## src/rtl/shifter_pkg.sv

```systemverilog
// Shared encodings for the iterative shift unit: the datapath 2-bit shift
// operation codes and the controller state encoding.
package shifter_pkg;

    localparam logic [1:0] SH_NONE = 2'b00;
    localparam logic [1:0] SH_LSL  = 2'b01;
    localparam logic [1:0] SH_LSR  = 2'b10;
    localparam logic [1:0] SH_ASR  = 2'b11;

    typedef enum logic [1:0] {
        ST_IDLE  = 2'b00,
        ST_SHIFT = 2'b01,
        ST_DONE  = 2'b10
    } state_t;

endpackage

```

## src/rtl/shift_step.sv

```systemverilog
// One-position shift of a WIDTH-bit value according to the datapath shift
// code. Also reports the bit that falls off the end (0 for SH_NONE).
module shift_step
    import shifter_pkg::*;
#(
    parameter int WIDTH = 16
) (
    input  logic [WIDTH-1:0] val,
    input  logic [1:0]       op,
    output logic [WIDTH-1:0] res,
    output logic             bit_out
);

    // Single-step shift; ASR keeps the current MSB, which is the captured
    // sign bit because every ASR step preserves it.
    always_comb begin
        res     = val;
        bit_out = 1'b0;
        case (op)
            SH_LSL: begin
                res     = {val[WIDTH-2:0], 1'b0};
                bit_out = val[WIDTH-1];
            end
            SH_LSR: begin
                res     = {1'b0, val[WIDTH-1:1]};
                bit_out = val[0];
            end
            SH_ASR: begin
                res     = {val[WIDTH-1], val[WIDTH-1:1]};
                bit_out = val[0];
            end
            default: begin
                res     = val;
                bit_out = 1'b0;
            end
        endcase
    end

endmodule

```

## src/rtl/iter_shifter.sv

```systemverilog
// Multi-cycle shift unit: shifts a WIDTH-bit operand one position per clock.
// Handshake: start is accepted only in IDLE or DONE (captures bin/shift/amount);
// busy is high while shifting; done is a one-cycle pulse marking out valid.
// out holds its value until the next accepted start.
// Optional feature macro CARRY_OUT_EN adds the cout port (last bit shifted out).
// state_dbg exposes the controller state for observation.
module iter_shifter
    import shifter_pkg::*;
#(
    parameter int WIDTH = 16,
    parameter int AMT_W = $clog2(WIDTH)
) (
    input  logic             clk,
    input  logic             reset_n,
    input  logic             start,
    input  logic [WIDTH-1:0] bin,
    input  logic [1:0]       shift,
    input  logic [AMT_W-1:0] amount,
    output logic             busy,
    output logic             done,
    output logic [WIDTH-1:0] out,
    output logic [1:0]       state_dbg
`ifdef CARRY_OUT_EN
    ,
    output logic             cout
`endif
);

    state_t           state;
    state_t           state_nxt;
    logic [1:0]       op;
    logic [AMT_W-1:0] count;
    logic             load;
    logic             step;
    logic [WIDTH-1:0] step_res;
    logic             step_carry;

    shift_step #(.WIDTH(WIDTH)) u_step (
        .val     (out),
        .op      (op),
        .res     (step_res),
        .bit_out (step_carry)
    );

    assign state_dbg = state;

    // Controller state register.
    always_ff @(posedge clk or negedge reset_n) begin
        if (!reset_n) state <= ST_IDLE;
        else          state <= state_nxt;
    end

    // Next-state logic plus busy/done and datapath enables.
    always_comb begin
        state_nxt = state;
        busy      = 1'b0;
        done      = 1'b0;
        load      = 1'b0;
        step      = 1'b0;
        case (state)
            ST_IDLE: begin
                if (start) begin
                    load      = 1'b1;
                    state_nxt = ST_SHIFT;
                end
            end
            ST_SHIFT: begin
                busy = 1'b1;
                if (count != '0) step = 1'b1;
                else             state_nxt = ST_DONE;
            end
            ST_DONE: begin
                done = 1'b1;
                if (start) begin
                    load      = 1'b1;
                    state_nxt = ST_SHIFT;
                end else begin
                    state_nxt = ST_IDLE;
                end
            end
            default: state_nxt = ST_IDLE;
        endcase
    end

    // Result, operation and remaining-count registers. SH_NONE forces a zero
    // count so the result is the captured operand.
    always_ff @(posedge clk or negedge reset_n) begin
        if (!reset_n) begin
            out   <= '0;
            op    <= SH_NONE;
            count <= '0;
        end else if (load) begin
            out   <= bin;
            op    <= shift;
            count <= (shift == SH_NONE) ? '0 : amount;
        end else if (step) begin
            out   <= step_res;
            count <= count - AMT_W'(1);
        end
    end

`ifdef CARRY_OUT_EN
    // Carry register: last bit shifted out, cleared on accept, held with out.
    always_ff @(posedge clk or negedge reset_n) begin
        if (!reset_n)  cout <= 1'b0;
        else if (load) cout <= 1'b0;
        else if (step) cout <= step_carry;
    end
`else
    logic unused_carry;
    assign unused_carry = step_carry;
`endif

endmodule
```

## config.mk

```make
export PLATFORM = sky130hd
export DESIGN_NAME = iter_shifter
export DESIGN_NICKNAME = d
export VERILOG_FILES = /design/src/rtl/shifter_pkg.sv /design/src/rtl/shift_step.sv /design/src/rtl/iter_shifter.sv
export SDC_FILE = /design/constraint.sdc
export NUM_CORES = 1
export LEC_CHECK = 0
export ABC_AREA = 1
export CAP_MARGIN = 20
export CORE_ASPECT_RATIO = 0.7
export CORE_MARGIN = 1
export CORE_UTILIZATION = 49
export CTS_CLUSTER_SIZE = 12
export DETAILED_ROUTE_END_ITERATION = 10
export PLACE_DENSITY = 0.83
export SETUP_SLACK_MARGIN = 0.1
export SLEW_MARGIN = 20
export SYNTH_ARGS = -nofsm -noshare
export SYNTH_HDL_FRONTEND = slang
export SYNTH_HIERARCHICAL = 1
export SYNTH_SLANG_ARGS = --single-unit
```

## constraint.sdc

```tcl
create_clock -name clk -period 1.55 [get_ports clk]
set_input_delay 0.2325 -clock clk [delete_from_list [all_inputs] [get_ports clk]]
set_output_delay 0.2325 -clock clk [all_outputs]
set_load 0.01 [all_outputs]
```

==> impl_results.md <==
- Total global-route track usage: 0.2402
- Vias in the first global route: 1541
- Pwr/cell area: 1962 nW/µm²
- Combinational share of power: 0.657
- CTS tree: yes
- Floorplan die area: 3703 µm²
- Int Pwr: 2.440 mW
- Clock Tree Root: clkbuf_8
- Antenna violations before repair: 0
- Fin Setup TNS: 0 ns
- Critical Setup Path Class: reg -> out
- Delay of the slowest cell on the worst path: 0.54 ns
- Remaining design rule violation count: 0
- Clock buffer depth: 2
- Share of total power in sequential cells: 0.246
- Count of warnings emitted by yosys: 6
- Final worst setup slack: 0.1375 ns
- Horiz. Die Dim: a little over 70 µm
- Number of maximum-capacitance constraint violations: 0
- Number of DRC violations after detailed-routing iteration 0: around 170
- Worst min path class: in -> async
- Vertical die dimension: 51.22 µm
- # port buffers: 44
- Crit end category: primary output
- Placed wire-length estimate: 2745 µm
- Worst Path Max Fanout: 2
- Place WS: 0.05057 ns
- Starting utilization of the core area: 0.5244
- Fin Clk Skew: approximately 0.0074 ns
- Worst setup startpoint: out[3]
- Type of element launching the critical path: flop
- Wire length of the first global-routing pass: just under 7000 µm
- Net count reported at finish: about 340
- Relative area change from synthesis to final layout: 37.49%
- Minimum period implied by the final worst setup slack: 1.412 ns
- Data required, critical path: 1.32 ns
- Critical-path cell list: clkdlybuf4s50_1
- Drt wl/cell: 11.56 µm
- Status: complete, no violations
- Clock transition time at the flip-flop clock pins of the worst setup and hold paths: approximately 0.090 ns
- Switching pwr: 2.133 mW
- Actual slew at the worst max-slew pin: 0.3918 ns
- Fraction of met2 tracks used by global routing: 0.3956
- Layer with the highest usage after global routing: met2
- Gr ovfl total: 0
- Row count: 17
- IO Pins: 45
- H-tree depth reported by CTS: 1
- Gp weighted congestion: 0.8524
- Critical path buffers and inverters: 1
- Ratio of final minimum period to clock period: 0.9113
- Highest-delay cell along the critical path: clkdlybuf4s50_1
- Worst rel slew slack: 0.7388
- Net count after synthesis: 279
- Switching fraction of total power: 0.4664
- Post-Route WL: 4140 µm
- Clock Sink Count: 24
- Final-report setup violation count: 0
- Insertion delay of the later-clocked pin in the worst-skew pair: 0.28 ns
- Peak clock frequency supported by timing: 708.0 MHz
- Setup repair after global routing missed its margin: no
- Data arrival time at the worst-slack endpoint: around 1.2 ns
- Cell family with most CP delay: buffers and inverters
- Average footprint of a synthesized cell: ~6.7 µm²
- GR met3 Demand/Resource: 0.05523
- Antenna diode count: 0
- Core ar.: 3233 µm²
- Remaining number of nets flagged by the antenna check after routing: 0
- Number of pins exceeding their max-slew limit in the final report: 0
- CTS buffer count: 3
- Critical R2R Launch: op[1]
- Overall via count from detail_route: 1783
- Synthesized netlist cell count: about 250
- Maximum number of pins on one net before global-route repair: 25
- Clock power share: 0.097
- First-pass iteration count of the detailed router: 4
- Leak pwr: ~1.3 nW
- Cts-stage hold buffer count: 0
- Post-Synthesis Cell Area: approximately 1700 µm²
- Grt met1 use: 0.3127
- Per-cell via count in the routed design: approximately 5.0
- Fraction of layout cells with a size suffix above 1: 0.1447
- VDD IR-drop max: 1.388 mV
- Final-report hold violation count: 0
[layer usage]
layer  vias up  part of all wire
li1        914                 -
met1       814              0.46
met2        47              0.47
met3         8             0.053
met4         0             0.011
met5         -                 0
[what timing repair did]
item	4_1_cts	5_1_grt
setup buffers	17	0
resized for setup	5	10
endpoints found under the setup margin	39	26
[metrics by stage]
step | total power, mW | utilization | hold WS [ns] | instance area [µm²] | std cells
3_3_place_gp | 3.821 | 0.6591 | 0.4936 | 2131 | 337
5_1_grt | 4.977 | 0.7210 | 0.3537 | 2331 | 358
4_1_cts | 4.557 | 0.7163 | 0.3217 | 2316 | 358
6_report | 4.573 | 0.7210 | 0.3178 | 2331 | 358
2_1_floorplan | 3.208 | - | -0.06309 | 1695 | 253
3_5_place_dp | 3.880 | 0.6591 | 0.5102 | 2131 | 337
[power by group through the flow]
stage | Combinational, mW | Sequential [mW] | Clock [mW]
after floorplan | 1.99 | 1.22 | 0
after global placement | 2.57 | 1.25 | 0
after detailed placement | 2.63 | 1.25 | 0
after CTS | 2.99 | 1.12 | 0.453
after global routing | 3.34 | 1.16 | 0.479
final | 3.00 | 1.13 | 0.443
[path summary, 6_finish.rpt]
check                               endpoint  slack (ns)  depth (start not counted)
worst max register to register       out[10]        0.21                          7
worst min register to register      count[0]        0.55                          2
max in group asynchronous       state_dbg[1]        0.96                          2
worst min-delay path                  out[6]        0.32                          2
worst max-delay path                  out[3]        0.14                          1
min in group clk                    count[0]        0.55                          2
[registers in the layout (all words and copies together), names as in the netlist]
name / flops
out: 16
state_dbg: 2
op: 2
count: 4
[layout by cell type, fill, tap and decap left out, types with 2 or more instances in the layout]
master	instances
nand2_1	138
nand3_1	53
clkdlybuf4s50_1	36
dfrtp_1	23
buf_4	23
inv_1	5
dlymetal6s2s_1	5
clkbuf_8	4
nor2_1	3
nand3_2	3
inv_2	2
nand2_4	2
dlygate4sd2_1	2
[layout make-up]
cell class / instances / area [µm²]
inverters: 9 / 41.29
flip-flops and latches: 24 / 601.8
clock buffers: 4 / 55.05
multi-input cells: 205 / 924.6
well taps: 47 / 58.81
fillers: 285 / 902.1
repair buffers: 69 / 649.4
(Power assumes the default switching activity.)
==> RTL change: new RTL, same settings <==
`WIDTH` is set to 16 in 2 places; all go to 32.
--- a/src/rtl/shift_step.sv
+++ b/src/rtl/shift_step.sv
@@ -4,5 +4,5 @@
     import shifter_pkg::*;
 #(
-    parameter int WIDTH = 16
+    parameter int WIDTH = 32
 ) (
     input  logic [WIDTH-1:0] val,
--- a/src/rtl/iter_shifter.sv
+++ b/src/rtl/iter_shifter.sv
@@ -8,5 +8,5 @@
     import shifter_pkg::*;
 #(
-    parameter int WIDTH = 16,
+    parameter int WIDTH = 32,
     parameter int AMT_W = $clog2(WIDTH)
 ) (
Ports: changed (resized amount, bin and out); port bits go from 45 to 78. No check against the original RTL was run, so the function may have changed too.
==> RTL change against the original RTL <==
- cell count up 74%
- sequential power up 69%
- total power up 73%
- area after synthesis up 70%
- final area up 75%
- worst setup slack worse by 0.0083 ns
- critical path depth unchanged
- utilization up 2.6 points
- first-iteration DRC count up 130%
- sequential share of layout area down 0.46 points
- sequential cell count up 17
- routed wire length up 110%
- combinational power up 77%
- critical path type unchanged
- critical endpoint is now out[10]
==> RTL change: results (changes against the original RTL) <==
status: "completed"
buffers: 123  # +78%
gp_congestion: 0.805  # -5.5%
nMultiInputCombCells: 367  # +79%
drt-total-wl_um: 8610  # +110%
vdd_drop_max_uv: 1040  # -25%
pre_cts_ws_ns: 0.0324  # -0.0182 ns
use_met1: 0.417  # +0.105
dpl.cell_count: 579  # +72%
n_clock_buffer: 8  # +4
multiInputGateArea_um2: 1600  # +73%
fillCellCount: 437  # +53%
ctsHtreeMaxLevel: 2  # +1
syn_nets: 494  # +77%
fin_skew_ns: 0.00747  # +0.0000498 ns
core_um2: 5450  # +69%
via_per_inst: 5.39  # +8.1%
grtUsageTotal: 0.294  # +0.0533
drt_pre_antenna_iters: 5  # +1
first_global_vias: 3019  # +96%
cts_buffers: 5  # +2
register_area_um2: 1030  # +72%
final_layout_size_suffix_gt1_frac: 0.129  # -0.0156
placed_cell_area_um2: 3660  # +72%
power_density_nw_per_um2: 1950  # -0.81%
numPortBuffers: 77  # +75%
vias: 3350  # +88%
slew-limit-headroom: 0.692  # -0.0464
grtUsageMet2: 0.467  # +0.0715
grt_pass1_wl_um: 14100  # +110%
wl_met3_um: 872  # +300%
dr_wl_met2_um: 3880  # +99%
top_regs: "out x32, count x5"
syn_inst: 451  # +78%
clockNetworkAreaShare: 0.0197  # -0.00394
n_all_inverters: 11  # +2
[RTL change: what timing repair did]
item | 4_1_cts | 5_1_grt
buffers inserted | 32 | 1
hold endpoints to repair | 17 | 0
cloned | 0 | 1
setup endpoints to repair | 73 | 57
pin swaps | 1 | 3
hold buffers | 1 | 0
gates resized for setup | 14 | 27
[RTL change: worst paths after layout]
| check | start | to | slack, ns | cells past startpoint |
|---|---|---|---|---|
| max | out[10] | out[10] | 0.13 | 1 |
| min | reset_n | state_dbg[1] | 0.41 | 2 |
| max reg2reg | op[1] | out[3] | 0.17 | 7 |
| min reg2reg | state_dbg[1] | state_dbg[1] | 0.57 | 2 |
| max in group asynchronous | reset_n | op[0] | 0.62 | 3 |
| min in group clk | shift[0] | op[0] | 0.54 | 3 |
[RTL change: power by group]
part           internal (mW)  switching, mW
combinational           2.27           3.05
sequential              1.53          0.382
clock                  0.321          0.369
